File: src/rtl/i2c_pkg.sv
// i2c_pkg: shared state encoding and per-step byte-command builder for i2c_reg_ctrl.
package i2c_pkg;
    typedef enum logic [2:0] {IDLE, ISSUE, WAIT, NEXT, ABORT, RESP} state_t;
    typedef enum logic [2:0] {SEL_NONE, SEL_DEV_W, SEL_DEV_R, SEL_HI, SEL_LO, SEL_DATA} sel_t;
    typedef struct packed {
        logic start;
        logic wdata;
        logic rdata;
        logic stop;
        logic last;
        sel_t sel;
    } cmd_t;
    localparam logic RW_WRITE = 1'b0;
    localparam logic RW_READ = 1'b1;
    // Narrow register addresses skip slot 1 (reg_hi) so both widths share one slot map.
    function automatic cmd_t step_cmd(input logic [2:0] step, input logic rw, input logic reg16);
        cmd_t c;
        logic [2:0] k;
        c = '0;
        k = (reg16 || step == 3'd0) ? step : step + 3'd1;
        case (k)
            3'd0: begin c.start = 1'b1; c.wdata = 1'b1; c.sel = SEL_DEV_W; end
            3'd1: begin c.wdata = 1'b1; c.sel = SEL_HI; end
            3'd2: begin c.wdata = 1'b1; c.sel = SEL_LO; end
            3'd3: if (rw == RW_WRITE) begin
                c.wdata = 1'b1; c.stop = 1'b1; c.last = 1'b1; c.sel = SEL_DATA;
            end else begin
                c.start = 1'b1; c.wdata = 1'b1; c.sel = SEL_DEV_R;
            end
            3'd4: begin c.rdata = 1'b1; c.stop = 1'b1; c.last = 1'b1; end
            default: c = '0;
        endcase
        return c;
    endfunction
endpackage

File: src/rtl/i2c_reg_ctrl.sv
// i2c_reg_ctrl: splits one register read/write request into byte-engine commands,
// checks ACKs, aborts with STOP on NACK, and returns one response per request.
module i2c_reg_ctrl
    import i2c_pkg::*;
#(
    parameter bit          REG_ADDR_16 = 1'b0,
    parameter int unsigned TIMEOUT_CYC = 65535
) (
    input  logic        clk,
    input  logic        rst_n,
    input  logic        i_req_valid,
    output logic        o_req_ready,
    input  logic        i_req_rw,
    input  logic [6:0]  i_dev_addr,
    input  logic [15:0] i_reg_addr,
    input  logic [7:0]  i_req_wdata,
    output logic        o_resp_valid,
    output logic [7:0]  o_resp_rdata,
    output logic        o_resp_nack,
    output logic        o_resp_timeout,
    output logic        o_cmd_start,
    output logic        o_cmd_wdata,
    output logic        o_cmd_rdata,
    output logic        o_cmd_stop,
    output logic        o_wvalid,
    input  logic        i_wready,
    output logic [7:0]  o_wdata,
    input  logic        i_rvalid,
    output logic        o_rready,
    input  logic [7:0]  i_rdata,
    input  logic        i_busy,
    input  logic        i_done,
    input  logic        i_ack
);
    state_t      state, state_n;
    cmd_t        cmd;
    logic        rw_q, nack_q, to_q, abort_sent, rready_q, waiting, tmo, unused;
    logic [6:0]  dev_q;
    logic [15:0] reg_q;
    logic [7:0]  wd_q, rd_q, wbyte;
    logic [2:0]  step;
    logic [31:0] cnt;
    assign unused = i_busy;
    assign cmd = step_cmd(step, rw_q, REG_ADDR_16);
    assign waiting = state == WAIT || (state == ABORT && abort_sent);
    assign tmo = TIMEOUT_CYC != 32'd0 && cnt == TIMEOUT_CYC - 32'd1;
    assign wbyte = cmd.sel == SEL_DEV_W ? {dev_q, 1'b0} :
                   cmd.sel == SEL_DEV_R ? {dev_q, 1'b1} :
                   cmd.sel == SEL_HI    ? reg_q[15:8] :
                   cmd.sel == SEL_LO    ? reg_q[7:0] :
                   cmd.sel == SEL_DATA  ? wd_q : 8'h00;
    assign o_req_ready = state == IDLE;
    assign o_resp_valid = state == RESP;
    assign o_resp_nack = o_resp_valid && nack_q;
    assign o_resp_timeout = o_resp_valid && to_q;
    assign o_resp_rdata = (o_resp_valid && rw_q == RW_READ && !nack_q && !to_q) ? rd_q : 8'h00;
    assign o_rready = rready_q;
    always_comb begin
        state_n = state;
        o_wvalid = 1'b0;
        o_cmd_start = 1'b0;
        o_cmd_wdata = 1'b0;
        o_cmd_rdata = 1'b0;
        o_cmd_stop = 1'b0;
        o_wdata = 8'h00;
        case (state)
            IDLE: state_n = i_req_valid ? ISSUE : IDLE;
            ISSUE: begin
                o_wvalid = 1'b1;
                o_cmd_start = cmd.start;
                o_cmd_wdata = cmd.wdata;
                o_cmd_rdata = cmd.rdata;
                o_cmd_stop = cmd.stop;
                o_wdata = wbyte;
                state_n = i_wready ? WAIT : ISSUE;
            end
            WAIT: state_n = i_done ? ((cmd.wdata && !i_ack) ? ABORT : cmd.last ? RESP : NEXT) :
                            tmo ? RESP : WAIT;
            NEXT: state_n = ISSUE;
            ABORT: begin
                o_wvalid = !abort_sent;
                o_cmd_stop = !abort_sent;
                state_n = (abort_sent && (i_done || tmo)) ? RESP : ABORT;
            end
            RESP: state_n = IDLE;
            default: state_n = IDLE;
        endcase
    end
    always_ff @(posedge clk or negedge rst_n) begin
        if (!rst_n) begin
            state <= IDLE;
            rw_q <= 1'b0;
            dev_q <= '0;
            reg_q <= '0;
            wd_q <= '0;
            rd_q <= '0;
            step <= '0;
            cnt <= '0;
            nack_q <= 1'b0;
            to_q <= 1'b0;
            abort_sent <= 1'b0;
            rready_q <= 1'b0;
        end else begin
            state <= state_n;
            rready_q <= 1'b1;
            cnt <= waiting ? cnt + 32'd1 : '0;
            abort_sent <= state == ABORT && (abort_sent || i_wready);
            if (state == IDLE && i_req_valid) begin
                rw_q <= i_req_rw;
                dev_q <= i_dev_addr;
                reg_q <= i_reg_addr;
                wd_q <= i_req_wdata;
                rd_q <= '0;
                step <= '0;
                nack_q <= 1'b0;
                to_q <= 1'b0;
            end
            if (state == NEXT) step <= step + 3'd1;
            if (state == WAIT && i_done && cmd.wdata && !i_ack) nack_q <= 1'b1;
            if (waiting && !i_done && tmo) to_q <= 1'b1;
            if (state == WAIT && cmd.rdata && i_rvalid) rd_q <= i_rdata;
        end
    end
endmodule

File: config.mk
export PLATFORM = sky130hd
export DESIGN_NAME = i2c_reg_ctrl
export DESIGN_NICKNAME = d
export VERILOG_FILES = /design/src/rtl/i2c_pkg.sv /design/src/rtl/i2c_reg_ctrl.sv
export SDC_FILE = /design/constraint.sdc
export NUM_CORES = 1
export LEC_CHECK = 0
export ABC_AREA = 1
export BUFFER_PORTS_ARGS = -buffer_cell sky130_fd_sc_hd__buf_2
export CAP_MARGIN = 20
export CORE_MARGIN = 4
export CORE_UTILIZATION = 30
export DETAILED_ROUTE_END_ITERATION = 6
export PLACE_DENSITY = 0.51
export SYNTH_ARGS = -nofsm -noshare
export SYNTH_HDL_FRONTEND = slang
export SYNTH_SLANG_ARGS = --single-unit
File: constraint.sdc
create_clock -name clk -period 4.1 [get_ports clk]
set_input_delay 1.23 -clock clk [delete_from_list [all_inputs] [get_ports clk]]
set_output_delay 1.23 -clock clk [all_outputs]
set_load 0.02 [all_outputs]
# ---- Word-level counts from Yosys, hierarchy flattened
# Index checks and enable logic that the tools add are counted.
dict set report word_totals {
  register_bits 82
  inputBits 48
  output_inout_bits 26
  elab_cells 99
}
dict set report op_classes {
  addsub 2
  n_eq_ne 15
  mux 37
  n_reduce_logical 33
}
# op count
set ops {}
lappend ops {{$mux W8} 9}
lappend ops {{$add A32 B1 Y32 const B} 1}
lappend ops {{$eq A32 B16 Y1 const B} 1}
lappend ops {{$mux W32} 1}
lappend ops {{$mux W3} 8}
lappend ops {{$eq A3 B2 Y1 const B} 6}
lappend ops {{$logic_and A1 B1 Y1} 17}
lappend ops {{$eq A3 B3 Y1 const B} 5}
lappend ops {{$pmux W3 S5} 1}
lappend ops {{$pmux W3 S4} 1}
lappend ops {{$mux W1} 11}
lappend ops {{$eq A3 B1 Y1 const B} 3}
lappend ops {{$logic_not A3 Y1} 3}
lappend ops {{$reduce_bool A2 Y1} 4}
lappend ops {{$pmux W1 S2} 3}
lappend ops {{$logic_not A1 Y1} 5}
lappend ops {{$mux W2} 2}
lappend ops {{$pmux W2 S2} 1}
lappend ops {{$reduce_or A4 Y1} 1}
lappend ops {{$add A3 B1 Y3 const B} 1}
lappend ops {{$logic_or A1 B1 Y1} 3}

# ---- Depth between registers and ports, before layout
# Gate-level depths: netlist (run 1).
dict set report depth {
  ltp_word 11
  depth_mapped 14
  ltp_nobuf 13
}

# ---- Worst setup path before layout (run 1)
# Ideal clock, no wire load.
dict set report synth_path {
  kind {reg2out}
  from {reg step[0]}
  to {out o_wdata[0]}
  arrival_ns 1.888
  required_ns 2.870
  slack_ns 0.982
  stages_incl_launch_ff 15
  n_path_buf 1
  path_cell_list {dfrtp_1 inv_1 ha_1 inv_1 nand2_1 nand2_2 nand3_2 nand2_4 nand2_4 nor2_8 buf_6 nand2_1 nand3_1 nor2_1 nor2_1}
}
dict set report synth_between {
  elab_chain_cells 11
  word_cells_on_any_way 19
  cone_classes {add/sub: 1; eq/ne: 8; mux: 8; reduce/logical: 2}
}
# item line_no
set synth_rtl {}
lappend synth_rtl {{start: declaration} i2c_reg_ctrl.sv:41} ;# logic [2:0] step;
lappend synth_rtl {{start signal: assignment} i2c_reg_ctrl.sv:118} ;# if (state == NEXT) step <= step + 3'd1;
lappend synth_rtl {{$add A3 B1 Y3 / $logic_not A3 Y1 (equally long branches)} i2c_pkg.sv:20} ;# k = (reg16 || step == 3'd0) ? step : step + 3'd1;
lappend synth_rtl {{$mux W3 (*)} i2c_pkg.sv:20}
lappend synth_rtl {{$eq A3 B2 Y1, or another cell as far along} i2c_pkg.sv:21} ;# case (k)
lappend synth_rtl {{$pmux W3 S4 (*)} i2c_pkg.sv:21}
lappend synth_rtl {{$eq A3 B3 Y1} i2c_reg_ctrl.sv:51} ;# cmd.sel == SEL_DATA ? wd_q : 8'h00;
lappend synth_rtl {{$mux W8} i2c_reg_ctrl.sv:51}
lappend synth_rtl {{$mux W8} i2c_reg_ctrl.sv:50} ;# cmd.sel == SEL_LO ? reg_q[7:0] :
lappend synth_rtl {{$mux W8} i2c_reg_ctrl.sv:49} ;# cmd.sel == SEL_HI ? reg_q[15:8] :
lappend synth_rtl {{$mux W8} i2c_reg_ctrl.sv:48} ;# cmd.sel == SEL_DEV_R ? {dev_q, 1'b1} :
lappend synth_rtl {{$mux W8 (*)} i2c_reg_ctrl.sv:47} ;# assign wbyte = cmd.sel == SEL_DEV_W ? {dev_q, 1'b0} :
lappend synth_rtl {{$mux W8 (*)} i2c_reg_ctrl.sv:66} ;# case (state)
lappend synth_rtl {{end: declaration} i2c_reg_ctrl.sv:27} ;# output logic [7:0] o_wdata,
# Mark *: on every way between the ends. The rest lies on a longest branch, timed or not.

# ---- Worst setup path in the final report (run 1)
# Ends and elaborated chain as after synthesis.

==> summary.md, run 1 <==
| Metric | Value |
|---|---|
| Slew headroom | `0.5973` |
| WP data arrival | `2520 ps` |
| Detailed Routing Iterations Pass 1 | `4` |
| First-pass GRT wire length | `18.57 mm` |
| Part of the cycle the worst path needs | `0.9140` |
| Via/cell ratio | `4.621` |
| Clk sinks | `82` |
| Die W | `130.9 µm` |
| Initial DRC count | `195` |
| GPL Wtd Cong | `0.8111` |
| Fin nets | `706` |
| Reg power frac | `0.344` |
| Commonest non-fill, non-tap cell in the layout | `nand2_1` |
| Share of cells above drive strength 1 | `0.2131` |
| FF-to-FF Start | `step[0]` |
| Sequential fraction of the synthesis area | `0.4530` |
| RSZ-0062 raised after global routing | `no` |
| Worst-Margin Slew | `603.4 ps` |
| H-tree depth | `3` |
| Post-CTS Setup Inserts | `0` |
| Post-Layout Cell Count | `841` |
| Fill count | `1594` |
| Hold-fix buffers, CTS | `0` |
| TNS Setup | `0 ps` |
| Slew Limit Fails | `0` |
| Post-layout min period | `3747 ps` |
| Row Count | `44` |
| Post-synth top area share | `0.4530` |
| P&R area growth vs syn | `17.57%` |
| Synthesized instance count | `578` |
| Dpl hpwl | `8.318 mm` |
| Final WL | `11.15 mm` |
| WL/cell | `13.25 µm` |
| VDD IR max | `248.4 µV` |
| Hold Worst Slack | `482.1 ps` |
| Grt ovf | `0` |
| Die height | `130.9 µm` |
| P per Cell Area | `598.2 nW/µm²` |
| Total power | `3.185 mW` |
| # placed instances | `825` |
| Final ANT Viol Nets | `0` |
| CTS clock-pin slew for the worst setup and hold paths | `70 ps` |
| Syn Nets | `632` |
| Largest net degree at the start of global routing | `48` |
| DRC viols | `0` |
| Hold Vio Cnt, Final | `0` |
| Hold Path Class | `flop to flop` |
| Area contributors post-synth | `dfrtp_1 45%, nand2_1 13%, inv_1 6.4%` |
| Yosys warnings | `0` |
| Die area | `17130 µm²` |
| Clock latency at the later pin of the worst-skew pair | `350 ps` |
| Initial Util | `0.3093` |
| Fin area | `5325 µm²` |
| Logic gate share of total power | `0.426` |
| Clock power share | `0.230` |
| Switch share | `0.4318` |
| Type of origin of the critical path | `flop` |
| Beginning of the worst hold path | `wd_q[0]` |
| Worst setup startpoint | `step[0]` |
| Int Power | `1.810 mW` |
| Post-synth cell types | `42` |
| Port Buffer Count | `72` |
| CTS tree | `built` |
| Static leakage | `2.590 nW` |
| Commonest non-fill, non-tap cells in the layout | `156 x nand2_1, 82 x dfrtp_1, 77 x inv_1` |
| EDFF count, synth | `0` |
| WS Path Type | `flop to output port` |
| Count of state elements after synthesis | `82` |
| Clock buffers created by TritonCTS | `9` |
| # diodes | `0` |
| Core area | `14640 µm²` |
| CTS root buf | `clkbuf_16` |
| Worst path required time | `2870 ps` |
| Number of gates resized after CTS | `0` |
| Kind of end point of the critical path | `output port` |
| Fmax | `266.9 MHz` |
| Setup violators final | `0` |
| Yosys top cell by area | `dfrtp_1` |
| CP max FO | `15` |
| Status | `finished, final reports clean` |
| Post-Place Cell Area | `5061 µm²` |
| Psw | `1.375 mW` |
| Mapped Avg Cell Area | `7.836 µm²` |
| Maximum clock path buffer count | `2` |
| GRT Util Overall | `0.1381` |
| Number of max-cap violations | `0` |
| Mapped Area | `4529 µm²` |
| Via count of the routed design | `3886` |
| Primary FF master, synth | `dfrtp_1` |
| IO Count | `74` |
| Post-synth ARST share | `1.000` |
| Vias in the first global route | `3829` |
| Final Skew | `11.29 ps` |
| Initial antenna violation count | `0` |
## layer usage
metal	vias up	GRT usage	share of wire
met4	0	0.04114	0.013
met1	1813	0.1820	0.46
li1	2004	-	-
met2	57	0.2237	0.48
met5	-	0	0
met3	12	0.03618	0.042
## path summary, 6_finish.rpt
check	slack [ps]	to	depth (start not counted)
max	350	o_wdata[0]	13
min	480	wd_q[0]	2
max reg2reg	1980	rd_q[5]	9
min reg2reg	480	wd_q[0]	2
max in group asynchronous	2520	to_q	2
min in group asynchronous	850	reg_q[14]	1
## power by group through the flow
stage / logic, mW / registers (mW) / clock network (mW)
floorplan: 1.07 / 1.08 / 0
global placement: 1.36 / 1.11 / 0
detailed placement: 1.37 / 1.11 / 0
CTS: 1.38 / 1.09 / 0.767
global route: 1.53 / 1.12 / 0.795
finish: 1.36 / 1.09 / 0.734
## cells by family after synthesis
family | after synthesis | synth area share
and+or+nand+nor | 314 | 0.3343
buffers and inverters | 95 | 0.08812
DFF | 82 | 0.4530
AOI/OAI and AO/OA | 77 | 0.1014
adders and majority gates | 6 | 0.01657
xor gates and xnor gates | 3 | 0.005802
other | 1 | 0.0008279
## registers in the layout, indices dropped and copies added, names as in the netlist, 3 cells and up
name / cells
reg_q: 16
state: 3
rd_q: 8
step: 3
wd_q: 8
dev_q: 7
cnt: 32
## stage by stage
stage	setup slack, ps	utilization
final	352.7	0.3636
after global routing	78.21	0.3636
after CTS	310.2	0.3636
after detailed placement	695.6	0.3456
after global placement	718.3	0.3456
after floorplan	981.9	-
## final cells by class
class                      instances  area [µm²]  area share
timing repair buffer              76       392.9     0.07378
multi-input combinational        401        2078      0.3903
clock inverter                     4       27.53    0.005169
tap                              184       230.2     0.04323
sequential                        82        2052      0.3853
inverter                          82       307.8     0.05780
clock buffer                      12       236.5     0.04441
## worst max-delay path: stages, from the launching register on
cell and delay (ps):
dfrtp_1 430, inv_1 120, ha_1 250, nand2_4 80, nand3_4 160, nand3_4 130
nand2_4 180, nand2_4 90, nor2_8 210, nand2_1 90, nand3_1 70, nor2_1 40
nor2_1 140, buf_2 190
## cells in the mapped netlist, types with 2 or more instances
cell type,n
nand2_1,156
dfrtp_1,82
inv_1,77
nor2_1,58
o21ai_0,31
nand3_1,22
a21oi_1,18
nand4_1,18
nor3_1,14
o22ai_1,12
nand2_2,8
nor2_2,8
a21oi_2,7
buf_2,6
ha_1,6
inv_2,5
nand2_4,5
nor3_2,5
a31oi_1,4
nor4_1,4
clkbuf_1,3
a211oi_1,2
and3_1,2
buf_6,2
nand3_2,2
nand3_4,2
o21ai_4,2
or2_1,2
xor2_1,2
No activity file was read; power rests on OpenSTA's default activity.
==> inputs of run 2 (changes only) <==
CTS_BUF_LIST = sky130_fd_sc_hd__clkbuf_16   (was not set)
GPL_ROUTABILITY_DRIVEN = 0   (was not set)
==> run 2 against run 1 <==
Non-clock buffer count is the same. Design area is the same. Clock skew is the same. Clock-buffer cell count shrank 3. Hold slack is the same. Sequential power is essentially flat. Via count is essentially flat. Cell count is the same. Register-to-register slack is essentially flat. Clock power shrank 1%. Critical path type unchanged. Largest cell class unchanged. Largest power group unchanged.
==> summary.md, run 2 (synthesized netlist as in run 1, its figures left out) <==
| Metric | Value |
|---|---|
| Worst Setup Slack, final | `352.2 ps (was 352.7 ps)` |
| Family with the most delay on the worst path | `simple AND/OR/NAND/NOR gates (unchanged)` |
| Type of origin of the critical path | `flop (unchanged)` |
| Crit path buffers/inverters | `2 (unchanged)` |
| WL/cell | `13.26 µm (was 13.25 µm)` |
| RSZ-0062 raised after global routing | `no (unchanged)` |
| Worst path required time | `2870 ps (about the same)` |
| Fill count | `1594 (unchanged)` |
| Dpl ws | `695.6 ps (unchanged)` |
| Fin util | `0.3636 (unchanged)` |
| Final WL | `11.15 mm (about the same)` |
| Final ANT Viol Nets | `0 (unchanged)` |
| R2R Path End | `rd_q[5] (unchanged)` |
| Fmax | `266.8 MHz (was 266.9 MHz)` |
| Largest register FFs | `32 (unchanged)` |
| Hold Path Stages | `2 (unchanged)` |
| R2R depth | `9 (unchanged)` |
| Static leakage | `2.603 nW (was 2.590 nW)` |
| Kind of end point of the critical path | `output port (unchanged)` |
| Hold-fix buffers, CTS | `0 (unchanged)` |
| Logic gate share of total power | `0.427 (was 0.426)` |
| Slew Limit Fails | `0 (unchanged)` |
| CTS tree | `built (unchanged)` |
| VDD IR max | `248.5 µV (was 248.4 µV)` |
| Initial DRC count | `196 (was 195)` |
| H-tree depth | `3 (unchanged)` |
| Worst Hold End | `wd_q[0] (unchanged)` |
| Die area | `17130 µm² (unchanged)` |
| FF-to-FF setup slack | `1980 ps (about the same)` |
| Initial antenna violation count | `0 (unchanged)` |
| Detailed Routing Iterations Pass 1 | `4 (unchanged)` |
| Number of max-cap violations | `0 (unchanged)` |
| Via/cell ratio | `4.620 (was 4.621)` |
| Post-layout min period | `3748 ps (was 3747 ps)` |
| Hold Path Class | `flop to flop (unchanged)` |
| CP max FO | `15 (unchanged)` |
| WS Path Type | `flop to output port (unchanged)` |
| Commonest non-fill, non-tap cells in the layout | `156 x nand2_1, 82 x dfrtp_1, 80 x inv_1 (was 156 x nand2_1, 82 x dfrtp_1, 77 x inv_1)` |
| Slowest CP cell | `dfrtp_1 (unchanged)` |
| Fin nets | `706 (unchanged)` |
| Setup violators final | `0 (unchanged)` |
| Beginning of the worst hold path | `wd_q[0] (unchanged)` |
| Clock latency at the later pin of the worst-skew pair | `350 ps (about the same)` |
| GRT Util Overall | `0.1381 (unchanged)` |
| Share of cells above drive strength 1 | `0.2131 (unchanged)` |
| DRC viols | `0 (unchanged)` |
| Vias in the first global route | `3829 (unchanged)` |
| Grt ovf | `0 (unchanged)` |
| First-pass GRT wire length | `18.57 mm (unchanged)` |
| Dpl hpwl | `8.318 mm (unchanged)` |
| Psw | `1.376 mW (was 1.375 mW)` |
| Part of the cycle the worst path needs | `0.9141 (was 0.9140)` |
| Reg power frac | `0.344 (about the same)` |
| Crit-path cells | `inv_1 -> ha_1 -> nand2_4 -> nand3_4 -> nand3_4 -> nand2_4 -> nand2_4 -> nor2_8 -> nand2_1 -> nand3_1 -> nor2_1 -> nor2_1 -> buf_2 (unchanged)` |
| Int Power | `1.803 mW (was 1.810 mW)` |
| Post-Place Cell Area | `5061 µm² (unchanged)` |
| Switch share | `0.4329 (was 0.4318)` |
| Clk sinks | `82 (unchanged)` |
| Total power | `3.179 mW (was 3.185 mW)` |
| Largest net degree at the start of global routing | `48 (unchanged)` |
| Fin area | `5325 µm² (unchanged)` |
| Die W | `130.9 µm (unchanged)` |
| Post-Layout Cell Count | `841 (unchanged)` |
| Worst-Margin Slew | `603.5 ps (was 603.4 ps)` |
| Most Frequent Cell on Critical Path | `nand2_4 (unchanged)` |
| Die height | `130.9 µm (unchanged)` |
| TNS Setup | `0 ps (unchanged)` |
| Biggest regs | `cnt x32, reg_q x16 (unchanged)` |
| Clock buffers created by TritonCTS | `9 (unchanged)` |
| Clock power share | `0.229 (was 0.230)` |
| Largest register by flop count | `cnt (unchanged)` |
| Maximum clock path buffer count | `2 (unchanged)` |
| # diodes | `0 (unchanged)` |
| Hold Vio Cnt, Final | `0 (unchanged)` |
| Core area | `14640 µm² (unchanged)` |
| Via count of the routed design | `3885 (was 3886)` |
| Post-CTS Setup Inserts | `0 (unchanged)` |
| Port Buffer Count | `72 (unchanged)` |
| P&R area growth vs syn | `17.57% (unchanged)` |
| Hold Worst Slack | `482.1 ps (unchanged)` |
| Row Count | `44 (unchanged)` |
| Final Skew | `11.29 ps (unchanged)` |
| Commonest non-fill, non-tap cell in the layout | `nand2_1 (unchanged)` |
| FF-to-FF Start | `step[0] (unchanged)` |
| Slew headroom | `0.5972 (was 0.5973)` |
| P per Cell Area | `596.9 nW/µm² (was 598.2 nW/µm²)` |
| IO Count | `74 (unchanged)` |
| CTS root buf | `clkbuf_16 (unchanged)` |
| Initial Util | `0.3093 (unchanged)` |
| # placed instances | `825 (unchanged)` |
| Status | `finished, final reports clean (unchanged)` |
| CTS clock-pin slew for the worst setup and hold paths | `70 ps (about the same)` |
| WP data arrival | `2520 ps (about the same)` |
| CP max stage delay | `430 ps (about the same)` |
| Number of gates resized after CTS | `0 (unchanged)` |
==> run 2: cell type report <==
cell class,instances,area (µm²),share of cell area
Inverter,82,307.8,0.05780
Clock buffer,9,225.2,0.04229
Timing Repair Buffer,76,392.9,0.07378
Clock inverter,7,38.79,0.007284
Multi-Input combinational cell,401,2078,0.3903
Tap cell,184,230.2,0.04323
Sequential cell,82,2052,0.3853
==> run 2: routing by layer <==
| metal | GRT usage | vias to the layer above | wire (µm) |
|---|---|---|---|
| met5 | 0 | - | 0 |
| met1 | 0.1820 | 1812 | 5172 |
| met2 | 0.2237 | 57 | 5365 |
| li1 | - | 2004 | - |
| met4 | 0.04114 | 0 | 145 |
| met3 | 0.03618 | 12 | 466 |
==> run 2: how the worst max path moves through the flow <==
stage | startpoint | to | slack, ps | depth (start not counted)
floorplan | step[0] | o_wdata[0] | 980 | 14
global placement | step[0] | o_wdata[7] | 720 | 12
detailed placement | step[0] | o_wdata[7] | 700 | 12
CTS | step[0] | o_wdata[7] | 310 | 12
global route | step[0] | o_wdata[5] | 80 | 14
finish | step[0] | o_wdata[0] | 350 | 13
==> run 2: worst register-to-register path, delay by kind of cell, from the launching register on <==
| family | cells | cell delay [ps] |
|---|---|---|
| flops | 1 | 430 |
| fa+ha+maj | 1 | 250 |
| simple gates | 5 | 810 |
| buf+inv | 1 | 120 |
| compound gates | 2 | 390 |
==> run 2: power groups by stage <==
stage	clock, mW	sequential [mW]	combinational, mW
after floorplan	0	1.08	1.07
after global placement	0	1.11	1.36
after detailed placement	0	1.11	1.37
after CTS	0.760	1.09	1.38
after global routing	0.788	1.12	1.53
final	0.727	1.09	1.36
